File: src/rtl/clk_div_pkg.sv
`default_nettype none
// ============================================================================
//  Module      : clk_div_pkg
//  Description : Shared types and helpers for the programmable clock divider.
//                - div_state_t : controller state encoding (IDLE/RUN/STOP)
//                - CNT_W_DEFAULT : default half-period counter width
//                - clamp_half() : maps a half-period of 0 to 1
//  Revision    : 1.0 - initial release
// ============================================================================
package clk_div_pkg;

  localparam int unsigned CNT_W_DEFAULT = 8;

  typedef enum logic [1:0] {
    ST_IDLE = 2'd0,
    ST_RUN  = 2'd1,
    ST_STOP = 2'd2
  } div_state_t;

  // A half-period of zero has no meaning; treat it as the fastest ratio.
  function automatic int unsigned clamp_half(input int unsigned half);
    return (half == 0) ? 1 : half;
  endfunction

endpackage : clk_div_pkg
`default_nettype wire

File: src/rtl/clk_div_ctrl_if.sv
`default_nettype none
// ============================================================================
//  Module      : clk_div_ctrl_if
//  Description : Control/status bundle of the clock-divider controller.
//  Signals     : run_en    - level request to run the divider
//                cfg_valid - new half-period offered
//                cfg_half  - offered half-period (0 is stored as 1)
//                cfg_ready - controller can accept a config
//                clk_d     - divided clock level
//                tick_rise - pulse in first cycle clk_d reads 1
//                tick_fall - pulse in first cycle clk_d reads 0 after high
//                cur_half  - half-period currently in effect
//                running   - divider in RUN or STOP
//  Modports    : master - register/control side, slave - the controller
//  Revision    : 1.0 - initial release
// ============================================================================
interface clk_div_ctrl_if
  import clk_div_pkg::*;
#(
  parameter int unsigned CNT_W = CNT_W_DEFAULT
);

  logic             run_en;
  logic             cfg_valid;
  logic [CNT_W-1:0] cfg_half;
  logic             cfg_ready;
  logic             clk_d;
  logic             tick_rise;
  logic             tick_fall;
  logic [CNT_W-1:0] cur_half;
  logic             running;

  modport master (
    output run_en, cfg_valid, cfg_half,
    input  cfg_ready, clk_d, tick_rise, tick_fall, cur_half, running
  );

  modport slave (
    input  run_en, cfg_valid, cfg_half,
    output cfg_ready, clk_d, tick_rise, tick_fall, cur_half, running
  );

endinterface : clk_div_ctrl_if
`default_nettype wire

File: src/rtl/clk_div_counter.sv
`default_nettype none
// ============================================================================
//  Module      : clk_div_counter
//  Description : Half-period counter. Counts 0..half-1 while inc is high and
//                flags wrap when the count sits at half-1; the following
//                increment returns it to 0. clr forces the count to 0 and
//                takes priority over inc.
//  Ports       : clk  - system clock
//                rst  - asynchronous reset, active low
//                clr  - synchronous clear to 0
//                inc  - advance the count this cycle
//                half - half-period H (always >= 1)
//                wrap - count == H-1 (combinational)
//  Revision    : 1.0 - initial release
// ============================================================================
module clk_div_counter
  import clk_div_pkg::*;
#(
  parameter int unsigned CNT_W = CNT_W_DEFAULT
) (
  input  logic             clk,
  input  logic             rst,
  input  logic             clr,
  input  logic             inc,
  input  logic [CNT_W-1:0] half,
  output logic             wrap
);

  localparam logic [CNT_W-1:0] ONE = CNT_W'(1);

  logic [CNT_W-1:0] count;

  // half >= 1 is guaranteed upstream, so half-1 never underflows.
  assign wrap = (count == (half - ONE));

  always_ff @(posedge clk or negedge rst) begin
    if (!rst) begin
      count <= '0;
    end else if (clr) begin
      count <= '0;
    end else if (inc) begin
      count <= wrap ? '0 : (count + ONE);
    end
  end

endmodule : clk_div_counter
`default_nettype wire

File: src/rtl/clk_div_ctrl.sv
`default_nettype none
// ============================================================================
//  Module      : clk_div_ctrl
//  Description : Programmable clock-divider controller. Produces a divided
//                clock level clk_d (period 2*H) with aligned rise/fall ticks.
//                H is reconfigured over a valid/ready handshake; while the
//                divider runs, a new H is parked and only loaded at a falling
//                toggle, and a stop never cuts a high phase short, so clk_d
//                never produces a runt pulse.
//  Ports       : clk - system clock (rising edge)
//                rst - asynchronous reset, active low
//                bus - clk_div_ctrl_if.slave control/status bundle
//  Revision    : 1.0 - initial release
// ============================================================================
module clk_div_ctrl
  import clk_div_pkg::*;
#(
  parameter int unsigned CNT_W        = CNT_W_DEFAULT,
  parameter int unsigned DEFAULT_HALF = 2
) (
  input  logic           clk,
  input  logic           rst,
  clk_div_ctrl_if.slave  bus
);

  localparam logic [CNT_W-1:0] HALF_RST = CNT_W'(clamp_half(DEFAULT_HALF));

  // Registered state
  div_state_t       state;
  logic             clk_d;
  logic             tick_rise;
  logic             tick_fall;
  logic [CNT_W-1:0] cur_half;
  logic             pend;
  logic [CNT_W-1:0] pend_half;
  logic             cfg_ready;
  logic             running;

  // Next-state values
  div_state_t       state_nxt;
  logic             clk_d_nxt;
  logic             tick_rise_nxt;
  logic             tick_fall_nxt;
  logic [CNT_W-1:0] cur_half_nxt;
  logic             pend_nxt;
  logic [CNT_W-1:0] pend_half_nxt;

  // Datapath helpers
  logic             wrap;
  logic             active;
  logic             at_wrap;
  logic             fall_evt;
  logic             accept;
  logic             cnt_clr;
  logic [CNT_W-1:0] cfg_clamped;

  assign active      = (state != ST_IDLE);
  assign at_wrap     = active && wrap;
  assign fall_evt    = at_wrap && clk_d;
  // cfg_ready is exactly !pend, so accept can be derived from the flag itself.
  assign accept      = bus.cfg_valid && !pend;
  assign cfg_clamped = CNT_W'(clamp_half(32'(bus.cfg_half)));
  // Whenever the controller lands in IDLE the counter must read 0.
  assign cnt_clr     = (state_nxt == ST_IDLE);

  clk_div_counter #(
    .CNT_W (CNT_W)
  ) u_counter (
    .clk  (clk),
    .rst  (rst),
    .clr  (cnt_clr),
    .inc  (active),
    .half (cur_half),
    .wrap (wrap)
  );

  // --------------------------------------------------------------------------
  // Next-state / output logic
  // --------------------------------------------------------------------------
  always_comb begin
    state_nxt     = state;
    clk_d_nxt     = clk_d;
    tick_rise_nxt = 1'b0;
    tick_fall_nxt = 1'b0;
    cur_half_nxt  = cur_half;
    pend_nxt      = pend;
    pend_half_nxt = pend_half;

    unique case (state)
      ST_IDLE: begin
        if (bus.run_en) begin
          state_nxt = ST_RUN;
        end
      end

      ST_RUN: begin
        if (!bus.run_en && !clk_d) begin
          // Low phase: stopping here cannot shorten a high pulse.
          state_nxt = ST_IDLE;
        end else begin
          if (at_wrap) begin
            clk_d_nxt     = !clk_d;
            tick_rise_nxt = !clk_d;
            tick_fall_nxt = clk_d;
          end
          if (!bus.run_en) begin
            // clk_d is high here; finish the high phase in STOP unless it
            // ends this very cycle.
            state_nxt = at_wrap ? ST_IDLE : ST_STOP;
          end
        end
      end

      ST_STOP: begin
        // clk_d is always high in STOP, so a wrap is the falling toggle.
        if (at_wrap) begin
          clk_d_nxt     = 1'b0;
          tick_fall_nxt = 1'b1;
        end
        if (bus.run_en) begin
          state_nxt = ST_RUN;
        end else if (at_wrap) begin
          state_nxt = ST_IDLE;
        end
      end

      default: begin
        state_nxt = ST_IDLE;
        clk_d_nxt = 1'b0;
      end
    endcase

    // A parked ratio is applied at a falling toggle or once the divider is
    // (or is about to be) idle. The old flag is used, so a config accepted in
    // the cycle of a falling toggle waits for the next one.
    if (pend && (fall_evt || (state_nxt == ST_IDLE) || (state == ST_IDLE))) begin
      cur_half_nxt = pend_half;
      pend_nxt     = 1'b0;
    end

    if (accept) begin
      if (state == ST_IDLE) begin
        cur_half_nxt = cfg_clamped;
      end else begin
        pend_half_nxt = cfg_clamped;
        pend_nxt      = 1'b1;
      end
    end
  end

  // --------------------------------------------------------------------------
  // State register
  // --------------------------------------------------------------------------
  always_ff @(posedge clk or negedge rst) begin
    if (!rst) begin
      state     <= ST_IDLE;
      clk_d     <= 1'b0;
      tick_rise <= 1'b0;
      tick_fall <= 1'b0;
      cur_half  <= HALF_RST;
      pend      <= 1'b0;
      pend_half <= '0;
      cfg_ready <= 1'b1;
      running   <= 1'b0;
    end else begin
      state     <= state_nxt;
      clk_d     <= clk_d_nxt;
      tick_rise <= tick_rise_nxt;
      tick_fall <= tick_fall_nxt;
      cur_half  <= cur_half_nxt;
      pend      <= pend_nxt;
      pend_half <= pend_half_nxt;
      cfg_ready <= !pend_nxt;
      running   <= (state_nxt != ST_IDLE);
    end
  end

  assign bus.clk_d     = clk_d;
  assign bus.tick_rise = tick_rise;
  assign bus.tick_fall = tick_fall;
  assign bus.cur_half  = cur_half;
  assign bus.cfg_ready = cfg_ready;
  assign bus.running   = running;

endmodule : clk_div_ctrl
`default_nettype wire

File: src/flat_wrapper.sv
// flat-port wrapper written by rule: the top's interface ports become plain ports
module clk_div_ctrl_flat import clk_div_pkg::*;
#(
  parameter int unsigned CNT_W        = CNT_W_DEFAULT,
  parameter int unsigned DEFAULT_HALF = 2
)
  (clk, rst, bus_run_en, bus_cfg_valid, bus_cfg_half, bus_cfg_ready, bus_clk_d, bus_tick_rise, bus_tick_fall, bus_cur_half, bus_running);
  clk_div_ctrl_if #(.CNT_W(CNT_W)) bus_i ();
  input  logic clk;
  input  logic rst;
  input wire logic [$bits(bus_i.run_en)-1:0] bus_run_en;
  input wire logic [$bits(bus_i.cfg_valid)-1:0] bus_cfg_valid;
  input wire logic [$bits(bus_i.cfg_half)-1:0] bus_cfg_half;
  output wire logic [$bits(bus_i.cfg_ready)-1:0] bus_cfg_ready;
  output wire logic [$bits(bus_i.clk_d)-1:0] bus_clk_d;
  output wire logic [$bits(bus_i.tick_rise)-1:0] bus_tick_rise;
  output wire logic [$bits(bus_i.tick_fall)-1:0] bus_tick_fall;
  output wire logic [$bits(bus_i.cur_half)-1:0] bus_cur_half;
  output wire logic [$bits(bus_i.running)-1:0] bus_running;
  assign bus_i.run_en = bus_run_en;
  assign bus_i.cfg_valid = bus_cfg_valid;
  assign bus_i.cfg_half = bus_cfg_half;
  assign bus_cfg_ready = bus_i.cfg_ready;
  assign bus_clk_d = bus_i.clk_d;
  assign bus_tick_rise = bus_i.tick_rise;
  assign bus_tick_fall = bus_i.tick_fall;
  assign bus_cur_half = bus_i.cur_half;
  assign bus_running = bus_i.running;
  clk_div_ctrl #(.CNT_W(CNT_W), .DEFAULT_HALF(DEFAULT_HALF)) u_core (.clk(clk), .rst(rst), .bus(bus_i));
endmodule
File: config.mk
export PLATFORM = sky130hd
export DESIGN_NAME = clk_div_ctrl_flat
export DESIGN_NICKNAME = d
export VERILOG_FILES = /design/src/rtl/clk_div_pkg.sv /design/src/rtl/clk_div_ctrl_if.sv /design/src/rtl/clk_div_counter.sv /design/src/rtl/clk_div_ctrl.sv /design/src/flat_wrapper.sv
export SDC_FILE = /design/constraint.sdc
export NUM_CORES = 1
export LEC_CHECK = 0
export BUFFER_PORTS_ARGS = -buffer_cell sky130_fd_sc_hd__buf_2
export CORE_ASPECT_RATIO = 1.4
export CORE_UTILIZATION = 54
export CTS_BUF_LIST = sky130_fd_sc_hd__clkbuf_4
export CTS_CLUSTER_DIAMETER = 150
export DETAILED_ROUTE_END_ITERATION = 8
export PLACE_DENSITY = 0.82
export SLEW_MARGIN = 30
export SYNTH_ARGS = -nofsm -noshare
export SYNTH_HDL_FRONTEND = slang
export SYNTH_HIERARCHICAL = 1
export SYNTH_SLANG_ARGS = --single-unit
File: constraint.sdc
create_clock -name clk -period 3.6 [get_ports clk]
set_input_delay 0.9 -clock clk [delete_from_list [all_inputs] [get_ports clk]]
set_output_delay 0.9 -clock clk [all_outputs]
set_load 0.02 [all_outputs]
==> impl_metrics.ini <==
[logic_synthesis]
yosysWarnings = 6
synth_top_area_cell = dfrtp_1
ys.flop_type = dfrtp_1
ys_ff_latch = 32
synth_top_area_share_pct = 39.2
ys_seq_area_share_pct = 41.9
synth_top_cells_by_area = dfrtp_1 39%, mux2_2 4.1%, ha_1 3.9%
syn-num-nets = 212
synth_area_mm2 = 0.00192
synth.avg_cell_area_um2 = 9.87
synth_edf_count = 0
yosysUniqueCellTypes = 58
syn_inst = 194
async_flop_share_pct = 100

[critical_path]
crit_family = simple AND/OR/NAND/NOR gates
worstPathMaxFanout = 6
cpMostUsedCell = inv_2
rr_startpoint = u_core/bus.cur_half[0]
slowest_stage = or4_1
crit_type = reg2reg
crit_required_ns = 3.76
cp-start-kind = flip-flop
critPathLaunch = u_core/bus.cur_half[0]
end_kind = flip-flop
critPathArrivalTime_ns = 3.61
path_cells = inv_2 -> ha_4 -> or3b_4 -> or4_1 -> a211o_1 -> a211oi_4 -> nand2b_1 -> a22o_1 -> o21a_1 -> or2_4 -> inv_2 -> buf_4 -> a2111oi_0
critPathBufInv = 3
critical-path-max-stage-delay_ns = 0.48

[sta]
clock_skew_ns = 0.00921
worstMarginPinSlew_ns = 0.703
period_minus_slack_ns = 3.45
slew_violations = 0
max_slew_margin_pct = 53.1
hold_viol = 0
worst_slack_ns = 0.150
setup_viol = 0
period_share_pct = 95.8
finalSetupTns_ns = 0
fmax_mhz = 290

[placement]
place_inst = 255
hpwlAfterDp_um = 3030
postPlaceCellArea_mm2 = 0.00209
portBuffers = 24
place.gp.congestion = 0.886
dp_slack_ns = 0.0218

[cells_and_area]
final_area_mm2 = 0.00217
regArea_um2 = 805
final_layout_size_suffix_gt1_share_pct = 26.2
area_growth_pct = 13.5
finalNonFillerCells = 265
multi_input_comb_area_mm2 = 0.00108
final_util_pct = 64.4
fin_nets = 242
diodes = 0
mostFrequentLayoutCells = 29 x dfrtp_1, 24 x buf_2, 17 x nor2_1
final_common_cell = dfrtp_1
num-fill-cells = 276

[die]
die_area_mm2 = 0.00379
die_w_um = 52.3
chipHeight_um = 72.5
start_util_pct = 56.7
coreArea_mm2 = 0.00338
std_cell_rows = 25
io_pins = 25

[clocking]
clk_latency_ns = 0.33
clock_sinks = 32
htree_num_levels = 2
hold_buffers = 0
cts_root_buffer = clkbuf_4
clk_pin_slew_worst_paths_ns = 0.09
numCtsBuffers = 5
tritoncts = built
clk_path_buf_depth = 2

[global_routing]
grt_max_degree = 33
grt-ovfl-total = 0
grtUsageTotal_pct = 24.8
grt_pass1_vias = 1516
antenna_found_initial = 0
grt_pass1_wl_um = 7040

[route]
routedWlPerCell_um = 15.7
vias = 1647
ant_nets = 0
drt_iter0_markers = 87
drt_first_pass_iters = 4
drc_errors = 0
viasPerCell = 6.22
drt-total-wl_um = 4170

[pwr]
irDropWorstVdd_v = 0.000517
power.density_mw_per_mm2 = 842
leakage_nw = 0.953

[run]
cap_violations = 0

[min_path]
min-delay-start = u_core/pend_half[5]
hp-class = reg2reg

[status]
status = finished clean
==> path summary, 6_finish.rpt <==
check	cells after the start	slack, ns	to
max	13	0.15	u_core/u_counter/count[6]
min	1	0.51	u_core/pend_half[5]
max reg2reg	13	0.15	u_core/u_counter/count[6]
min reg2reg	1	0.51	u_core/pend_half[5]
max in group asynchronous	1	2.49	u_core/bus.cur_half[0]
min in group asynchronous	1	0.61	u_core/u_counter/count[7]
==> power breakdown <==
part	switching (mW)	internal, mW	leakage (nW)	total [mW]
clock network	0.116	0.0901	0.0338	0.206
registers	0.168	0.507	0.397	0.676
logic	0.535	0.414	0.522	0.949
==> routing by layer <==
layer | track usage, % | routed length, um | vias to the layer above
met4 | 8.77 | 61 | 0
met5 | 0 | 0 | -
met3 | 3.77 | 185 | 7
met2 | 41.1 | 2190 | 46
li1 | - | - | 793
met1 | 32.2 | 1730 | 801
==> sequential cells by signal, indices dropped and copies added (netlist names) <==
register and cells:
u_core/bus.tick_fall 1, u_core/bus.tick_rise 1, u_core/state 2, u_core/u_counter/count 8, u_core/bus.running 1, u_core/bus.clk_d 1, u_core/bus.cfg_ready 1, u_core/pend_half 8
u_core/bus.cur_half 8, u_core/pend 1
==> metrics by stage <==
step	total power, mW	hold WS, ns
final	1.83	0.515
after global placement	1.56	0.491
after floorplan	1.34	0.480
after CTS	1.79	0.517
after global routing	1.98	0.534
after detailed placement	1.58	0.496
==> area by class of cell <==
cell class | count | share of cell area [%]
inverters | 8 | 1.38
clock inverters | 1 | 0.173
repair buffers | 29 | 7.25
multi-input cells | 148 | 49.5
flip-flops and latches | 32 | 37.0
well taps | 40 | 2.30
clock buffers | 7 | 2.42
==> logic make-up (layout without fill, tap and decap cells) <==
logic type	after synthesis	count (layout)	synth area share, %
mux	9	9	5.16
flops	32	32	41.9
fa+ha+maj	6	6	3.92
xor+xnor	8	8	3.66
simple gates	63	63	18.7
buf+inv	14	45	2.81
compound gates	62	62	23.8
==> worst register-to-register path, cell delays in order (launching register included) <==
cell       delay [ns]
dfrtp_2          0.44
inv_2            0.09
ha_4             0.16
or3b_4           0.39
or4_1            0.48
a211o_1          0.34
a211oi_4         0.25
nand2b_1         0.13
a22o_1           0.25
o21a_1           0.22
or2_4            0.27
inv_2            0.08
buf_4            0.14
a2111oi_0        0.06
==> timing repair <==
item | CTS | global route
gates resized for setup | 0 | 4
buffers inserted | 0 | 2
endpoints found under the setup margin | 0 | 13
==> Yosys cell counts, drive strengths merged, types with 3 or more instances <==
master / instances
clkbuf: 4
ha: 6
nand2: 8
and3: 4
nand3: 3
nand3b: 3
nor2: 17
dfrtp: 30
inv: 8
o21ai: 15
a21oi: 12
xnor2: 6
a2111oi: 6
nor3b: 3
a41oi: 8
and2: 3
nor2b: 4
mux2: 7
nor3: 5
Note: power is estimated with default switching activity, not from simulation.
